## src/rtl/mem_arb_pkg.sv

```systemverilog
// Shared types and constants for the two-requester memory port arbiter.
// Requester ids are single-bit so they can double as a mux select.
package mem_arb_pkg;

  typedef enum logic [1:0] {
    IDLE   = 2'd0,
    SETUP  = 2'd1,
    STROBE = 2'd2,
    HOLD   = 2'd3
  } state_t;

  localparam logic REQ_A = 1'b0;
  localparam logic REQ_B = 1'b1;

  localparam int DEF_DATA_W = 8;
  localparam int DEF_ADDR_W = 2;

endpackage

```

## src/rtl/rr_pick2.sv

```systemverilog
// Two-input round-robin picker: a lone requester always wins, and on a tie
// the requester that was not served last wins.
module rr_pick2
  import mem_arb_pkg::*;
(
  input  logic req_a,
  input  logic req_b,
  input  logic last_id,
  output logic id,
  output logic valid
);

  always_comb begin
    valid = req_a | req_b;
    id    = REQ_A;
    if (req_a && req_b) begin
      id = (last_id == REQ_A) ? REQ_B : REQ_A;
    end else if (req_b) begin
      id = REQ_B;
    end
  end

endmodule

```

## src/rtl/mem_port_arbiter.sv

```systemverilog
// Shares a latch-based byte memory between requesters A and B, running every
// access through a fixed setup -> strobe -> hold sequence.
module mem_port_arbiter
  import mem_arb_pkg::*;
#(
  parameter int DATA_W = DEF_DATA_W,
  parameter int ADDR_W = DEF_ADDR_W
) (
  input  logic              clk,
  input  logic              rst_n,
  input  logic              a_req,
  input  logic              a_we,
  input  logic [ADDR_W-1:0] a_addr,
  input  logic [DATA_W-1:0] a_wdata,
  output logic              a_gnt,
  output logic              a_done,
  output logic [DATA_W-1:0] a_rdata,
  input  logic              b_req,
  input  logic              b_we,
  input  logic [ADDR_W-1:0] b_addr,
  input  logic [DATA_W-1:0] b_wdata,
  output logic              b_gnt,
  output logic              b_done,
  output logic [DATA_W-1:0] b_rdata,
  output logic              mem_en,
  output logic [ADDR_W-1:0] mem_addr,
  output logic [DATA_W-1:0] mem_wdata,
  input  logic [DATA_W-1:0] mem_rdata
);

  state_t            state;
  state_t            next_state;
  logic              cmd_id;
  logic              cmd_we;
  logic [ADDR_W-1:0] cmd_addr;
  logic [DATA_W-1:0] cmd_wdata;
  logic              last_id;
  logic              pick_id;
  logic              pick_valid;

  rr_pick2 u_pick (
    .req_a   (a_req),
    .req_b   (b_req),
    .last_id (last_id),
    .id      (pick_id),
    .valid   (pick_valid)
  );

  always_ff @(posedge clk) begin
    if (!rst_n) begin
      state <= IDLE;
    end else begin
      state <= next_state;
    end
  end

  always_comb begin
    next_state = state;
    a_gnt      = 1'b0;
    b_gnt      = 1'b0;
    a_done     = 1'b0;
    b_done     = 1'b0;
    case (state)
      IDLE:   if (pick_valid) next_state = SETUP;
      SETUP: begin
        next_state = STROBE;
        a_gnt      = (cmd_id == REQ_A);
        b_gnt      = (cmd_id == REQ_B);
      end
      STROBE: next_state = HOLD;
      HOLD: begin
        next_state = IDLE;
        a_done     = (cmd_id == REQ_A);
        b_done     = (cmd_id == REQ_B);
      end
      default: next_state = IDLE;
    endcase
  end

  // The command register only loads on acceptance, so the memory address and
  // data it feeds stay frozen for the whole setup/strobe/hold window.
  always_ff @(posedge clk) begin
    if (!rst_n) begin
      cmd_id    <= REQ_A;
      cmd_we    <= 1'b0;
      cmd_addr  <= '0;
      cmd_wdata <= '0;
    end else if (state == IDLE && pick_valid) begin
      cmd_id    <= pick_id;
      cmd_we    <= (pick_id == REQ_B) ? b_we    : a_we;
      cmd_addr  <= (pick_id == REQ_B) ? b_addr  : a_addr;
      cmd_wdata <= (pick_id == REQ_B) ? b_wdata : a_wdata;
    end
  end

  assign mem_addr  = cmd_addr;
  assign mem_wdata = cmd_wdata;

  // Enable comes straight from a flop so the latch gate never sees a decode glitch.
  always_ff @(posedge clk) begin
    if (!rst_n) begin
      mem_en <= 1'b0;
    end else begin
      mem_en <= (state == SETUP) && cmd_we;
    end
  end

  always_ff @(posedge clk) begin
    if (!rst_n) begin
      a_rdata <= '0;
      b_rdata <= '0;
      last_id <= REQ_B;
    end else begin
      if (state == STROBE && !cmd_we) begin
        if (cmd_id == REQ_A) a_rdata <= mem_rdata;
        else                 b_rdata <= mem_rdata;
      end
      if (state == HOLD) last_id <= cmd_id;
    end
  end

endmodule

```

## config.mk

```make
export PLATFORM = sky130hd
export DESIGN_NAME = mem_port_arbiter
export DESIGN_NICKNAME = d
export VERILOG_FILES = /design/src/rtl/mem_arb_pkg.sv /design/src/rtl/rr_pick2.sv /design/src/rtl/mem_port_arbiter.sv
export SDC_FILE = /design/constraint.sdc
export NUM_CORES = 1
export LEC_CHECK = 0
export ABC_CLOCK_PERIOD_IN_PS = 1400
export CORE_AREA = 2 2 57 72
export CTS_CLUSTER_SIZE = 10
export DETAILED_ROUTE_END_ITERATION = 16
export DIE_AREA = 0 0 59 74
export GPL_TIMING_DRIVEN = 0
export PLACE_DENSITY = 0.77
export SYNTH_ARGS = -nofsm -noshare
export SYNTH_HDL_FRONTEND = slang
export SYNTH_SLANG_ARGS = --single-unit
```

## constraint.sdc

```tcl
create_clock -name clk -period 1.4 [get_ports clk]
set_clock_uncertainty 0.05 [all_clocks]
set_input_delay 0.21 -clock clk [delete_from_list [all_inputs] [get_ports clk]]
set_output_delay 0.21 -clock clk [all_outputs]
set_load 0.05 [all_outputs]
```

==> results of run 1 <==
layer usage:
metal,share of wire (%),vias up,GRT usage (%)
met4,1.4,0,8.333
met5,0,-,0
met3,8.1,5,4.870
met2,53,57,34.20
met1,38,586,18.51
li1,-,645,-
critical path, stage by stage, from the launching register on:
cell     delay (ns)
dfxtp_4        0.37
buf_6          0.12
ha_4           0.15
and2_4         0.16
buf_8          0.14
sequential cells by signal (all words and copies together) (netlist names):
register and count:
a_rdata 8, b_rdata 8, cmd_id 1, cmd_we 1, last_id 1, mem_addr 2
mem_en 1, mem_wdata 8, state 2
kinds of logic (layout without fill, tap and decap cells):
kind of cell / count (synthesis) / count (layout)
AOI/OAI and AO/OA: 41 / 41
and+or+nand+nor: 39 / 39
DFF: 32 / 32
muxes: 17 / 17
buffers and inverters: 12 / 90
adders and majority gates: 4 / 4
cells in the final DEF, fill, tap and decap left out, drive strengths merged:
cell / netlist / layout
clkdlybuf4s50: 0 / 33
clkbuf: 3 / 33
dfxtp: 32 / 32
a21oi: 24 / 24
nor2b: 19 / 19
mux2i: 17 / 17
buf: 6 / 16
o21ai: 13 / 13
nand2: 12 / 12
ha: 4 / 4
inv: 3 / 3
clkdlybuf4s15: 0 / 3
and2: 2 / 2
clkinv: 0 / 2
nor3b: 2 / 2
nor2: 1 / 1
a21bo: 1 / 1
a21boi: 1 / 1
o21a: 1 / 1
a22oi: 1 / 1
and3: 1 / 1
nand3b: 1 / 1
nor3: 1 / 1
final timing paths:
path	from	depth (start not counted)	end	slack (ns)
hold / removal	a_wdata[5]	3	mem_wdata[5]	0.43
setup reg to reg	state[0]	6	a_rdata[3]	0
hold reg to reg	b_rdata[4]	2	b_rdata[4]	0.47
setup / recovery	state[0]	4	b_done	-0.09
area by class of cell:
type / instances / area (µm²) / share of cell area, %
sequential: 32 / 649.4 / 28.39
tap: 40 / 50.05 / 2.188
multi-input combinational: 101 / 814.5 / 35.61
clock inverter: 2 / 10.01 / 0.4376
inverter: 3 / 11.26 / 0.4923
timing repair buffer: 70 / 596.8 / 26.09
clock buffer: 6 / 82.58 / 3.611
buffer: 9 / 72.57 / 3.173
power by group through the flow:
stage / clock [mW] / combinational, mW / sequential (mW)
after floorplan: 0 / 0.893 / 1.80
after global placement: 0 / 2.02 / 1.26
after detailed placement: 0 / 2.06 / 1.28
after CTS: 0.742 / 2.15 / 1.28
after global routing: 0.793 / 2.37 / 1.32
final: 0.730 / 2.22 / 1.29
timing repair:
| item | in CTS | in global routing |
|---|---|---|
| buffers inserted | 3 | 3 |
| gates resized for setup | 98 | 41 |
| endpoints found under the hold margin | 0 | 0 |
| pin swaps | 1 | 3 |
| endpoints found under the setup margin | 57 | 52 |
| cloned | 0 | 0 |
metrics by stage:
stage	setup TNS (ns)	power (mW)	worst slack (ns)
6_report	-0.2772	4.237	-0.08629
5_1_grt	-1.456	4.487	-0.1175
4_1_cts	-0.5168	4.165	-0.09302
3_5_place_dp	-4.110	3.339	-0.3930
3_3_place_gp	-3.238	3.280	-0.3750
2_1_floorplan	0	2.692	0.1052
==> summary.txt, run 1 <==
Run status
  – Status: finished with violations
  – Failing checks: setup timing

Global route
  – Global-route wire length before repair: 5954 µm
  – Initial antenna violation count: 0
  – Gr ovfl total: 0
  – Tot GR Track Use: 18.25%
  – Vias in the first global route: 1,378
  – Pin count of the biggest net entering global routing: 11

Clocking
  – CTS hold repair buffers: 0
  – CTS tree: yes
  – Clk sinks: 32
  – Clk pin slew, worst setup/hold paths: 0.07 ns
  – Clock Path Buffers: 2
  – H-tree depth: 2
  – Clock Tree Root: clkbuf_8
  – Clk_lat worst skew: 0.28 ns
  – CTS buffer count: 5

Floorplan
  – IO Pins: 65
  – Initial Util: 39.49%
  – Placement Rows: 25
  – Die area: 4366 µm²
  – Die span in x: 59 µm
  – Core ar.: 3691 µm²
  – Die height: 74 µm

Placement
  – HPWL Detailed: 2742 µm
  – Placed cells: 249
  – IO buf count: 64
  – Placed cell area: 2153 µm²
  – RePlAce Congestion: 0.7121

Route
  – TritonRoute pass-1 iters: 4
  – Avg WL per Cell: 14.03 µm
  – DRC Markers: 0
  – Via Count: 1,293
  – Drt via density: 4.916
  – Routed WL: 3689 µm
  – Routed Antenna Nets: 0
  – Detailed Route Iter0 Violations: 6

STA
  – Final hold violation count: 0
  – Post-layout min period: 1.486 ns
  – Tcrit/Tclk final: 106.2%
  – Slew @ Worst Pin: 0.4818 ns
  – Final setup viols: 4
  – Final worst slack: -0.08629 ns
  – FMAX: 672.8 MHz
  – Max Transition Viols Final: 0
  – WHS: 0.4301 ns
  – Unrepaired setup endpoints after global routing: yes
  – Worst-case headroom to the max-slew limit: 68.00%

Synth
  – Netlist cell types: 26
  – Largest family of logic cells by synthesized area: compound AO/OA/AOI/OAI gates
  – Post-synth top cells: dfxtp_1, a21oi_2, nor2b_1, mux2i_1
  – Compound-Gate Fraction of Synth Area: 20.86%
  – Sequential share of the synthesized area: 43.95%
  – Post-synthesis xor/xnor area fraction: 0%
  – FF+latch count, synth: 32
  – Top cells by area, synth: dfxtp_1, a21oi_2, mux2i_1
  – Netlist Area Pre-Place: 1458 µm²
  – Post-Synth Adder-Cell Area: 3.433%
  – Post-synth EDFFs: 0
  – Cells after Synth: 145
  – Top-count cell post-synth: dfxtp_1
  – Synth warn: 0
  – Post-Syn Nets: 183
  – Synth Area in Simple Gates: 15.02%
  – Mean Syn Cell Area: 10.05 µm²
  – Asr flop ratio synth: 0%
  – Synth Flop Type: dfxtp_1
  – Area leader, netlist: dfxtp_1
  – Mux cell area share after synthesis: 11.67%
  – Post-synth top area share: 43.95%

Pwr
  – Power Internal: 2.392 mW
  – Pwr Density: 1853 nW/µm²
  – Static Leak: 0.9613 nW
  – Reg power frac: 30.5%
  – Combinational Power Share: 52.3%
  – Clock network power share: 17.2%
  – Sw frac: 43.55%
  – VDD IR max: 1.131 mV
  – P_sw: 1.845 mW

Job
  – Number of max-cap violations: 0

Cells and area
  – Fin nets: 260
  – Share of the core filled with cells: 61.97%
  – Antenna Diode Count: 0
  – Fillers: 325
  – Finished Layout Cells: 263
  – Share of cells above drive strength 1: 38.12%
  – Fin area: 2287 µm²
  – Area Overhead vs Synth: 56.91%

Worst setup path
  – CP Data Arrival Time: 1.23 ns
  – Critical path class: reg -> out
  – Critical Path RT: 1.14 ns
  – CP Max Fanout: 4
  – Worst Setup End Kind: output port
  – Crit start category: register

Min path
  – Worst hold path type: in -> reg
Power figures use the tool's default switching activity.
==> inputs of run 2 (changes only) <==
Settings changed: ABC_CLOCK_PERIOD_IN_PS 1400 to 1580.
Clock period 1.4 ns to 1.58 ns, I/O delays scaled along.
==> run 2 against run 1 <==
Effect of this change:
- sequential power down 14%
- final cell count shrank 1.9%
- total power down 19%
- sequential cell count stayed put
- routed wire length shrank 16%
- worst hold slack improved by 0.027 ns
- via count is 5.2% lower
- worst setup slack improved by 0.16 ns
- global-route usage down 2.2 points
- register-to-register slack better by 0.16 ns
- largest cell class unchanged
- the run now ends clean
- non-clock buffer count is 5 lower
==> summary.txt, run 2 (synthesis results as in run 1) <==
Clocking
  – CTS hold repair buffers: 0
  – H-tree depth: 2
  – Clock Path Buffers: 2
  – Clk pin slew, worst setup/hold paths: 0.06 ns
  – Clk sinks: 32
  – Clock Tree Root: clkbuf_8
  – Clk_lat worst skew: 0.28 ns
  – CTS tree: yes
  – CTS buffer count: 5

Cells and area
  – Fillers: 349
  – Finished Layout Cells: 258
  – Commonest non-fill, non-tap cells in the layout: clkdlybuf4s50_1, dfxtp_1, dlygate4sd2_1
  – Commonest non-fill, non-tap cell in the layout: clkdlybuf4s50_1
  – Fin nets: 255
  – Share of the core filled with cells: 60.03%
  – Share of cells above drive strength 1: 18.81%
  – Antenna Diode Count: 0
  – Area Overhead vs Synth: 52.02%

Route
  – Detailed Route Iter0 Violations: 29
  – Routed Antenna Nets: 0
  – Routed WL: 3113 µm
  – DRC Markers: 0
  – Drt via density: 4.752
  – Via Count: 1,226
  – Avg WL per Cell: 12.07 µm
  – TritonRoute pass-1 iters: 4

STA
  – WHS: 0.4567 ns
  – Worst-case headroom to the max-slew limit: 66.75%
  – Post-layout min period: 1.506 ns
  – Tcrit/Tclk final: 95.30%
  – Final TNS setup: 0 ns
  – Max Transition Viols Final: 0
  – Final hold violation count: 0
  – FMAX: 664.1 MHz
  – Final setup viols: 0
  – Slew @ Worst Pin: 0.5007 ns
  – Unrepaired setup endpoints after global routing: no

Floorplan
  – Die area: 4366 µm²
  – Initial Util: 39.49%
  – Die height: 74 µm
  – IO Pins: 65
  – Core ar.: 3691 µm²
  – Placement Rows: 25
  – Die span in x: 59 µm

Global route
  – Gr ovfl total: 0
  – Tot GR Track Use: 16.08%
  – Vias in the first global route: 1,249
  – Pin count of the biggest net entering global routing: 11
  – Initial antenna violation count: 0
  – Global-route wire length before repair: 5244 µm

Placement
  – HPWL Detailed: 2373 µm
  – IO buf count: 64
  – Placed cells: 249
  – RePlAce Congestion: 0.7233

Worst setup path
  – R2R depth: 6
  – CP Data Arrival Time: 1.22 ns
  – Critical path class: reg -> out
  – Critical Path RT: 1.29 ns
  – Worst R2R Setup Slack: 0.16 ns
  – CP Max Fanout: 4
  – Worst Setup End Kind: output port
  – Crit start category: register

Pwr
  – Pwr Density: 1555 nW/µm²
  – Pwr Total: 3.446 mW
  – VDD IR max: 0.8876 mV
  – Static Leak: 0.9988 nW

Min path
  – Worst hold path type: reg -> reg
  – Hold path cells: 2

Run status
  – Status: finished, final reports clean

Job
  – Number of max-cap violations: 0
==> run 2: layout make-up <==
type | instances | area [µm²] | share of cell area, %
timing repair buffer | 65 | 615.6 | 27.78
tap | 40 | 50.05 | 2.259
buffer | 9 | 62.56 | 2.823
inverter | 3 | 11.26 | 0.5082
multi-input combinational | 101 | 743.2 | 33.54
clock buffer | 8 | 90.09 | 4.065
sequential | 32 | 643.1 | 29.02
==> run 2: final timing paths <==
check / endpoint / from
max reg2reg: a_rdata[3] / state[1]
min: a_rdata[2] / a_rdata[2]
min reg2reg: a_rdata[2] / a_rdata[2]
max: a_gnt / state[1]
==> run 2: per-stage QoR <==
| step | area (µm²) | setup slack [ns] |
|---|---|---|
| finish | 2216 | 0.07423 |
| global route | 2216 | 0.002696 |
| CTS | 2191 | 0.008323 |
| detailed placement | 2148 | -0.2459 |
| global placement | 2148 | -0.2184 |
| floorplan | 1458 | 0.04008 |
==> run 2: what timing repair did <==
action                                  in CTS  in global routing
cloned                                       0                  0
endpoints found under the setup margin      31                  4
gates resized for setup                     50                  8
buffers inserted                             0                  1
==> run 2: power by group <==
group,internal (mW),switching [mW]
registers,0.999,0.113
logic,0.610,1.09
clock network,0.354,0.275
total,1.96,1.48
==> run 2: routing by layer <==
metal	share of wire (%)	GRT usage (%)
met5	0	0
met4	1.8	6.818
met3	9.5	7.130
met2	48	28.64
met1	41	16.06
==> run 2: worst max-delay path: stages (launching register included) <==
cell     delay, ns
dfxtp_2       0.36
inv_1         0.07
ha_1          0.20
nor2b_1       0.13
buf_4         0.19
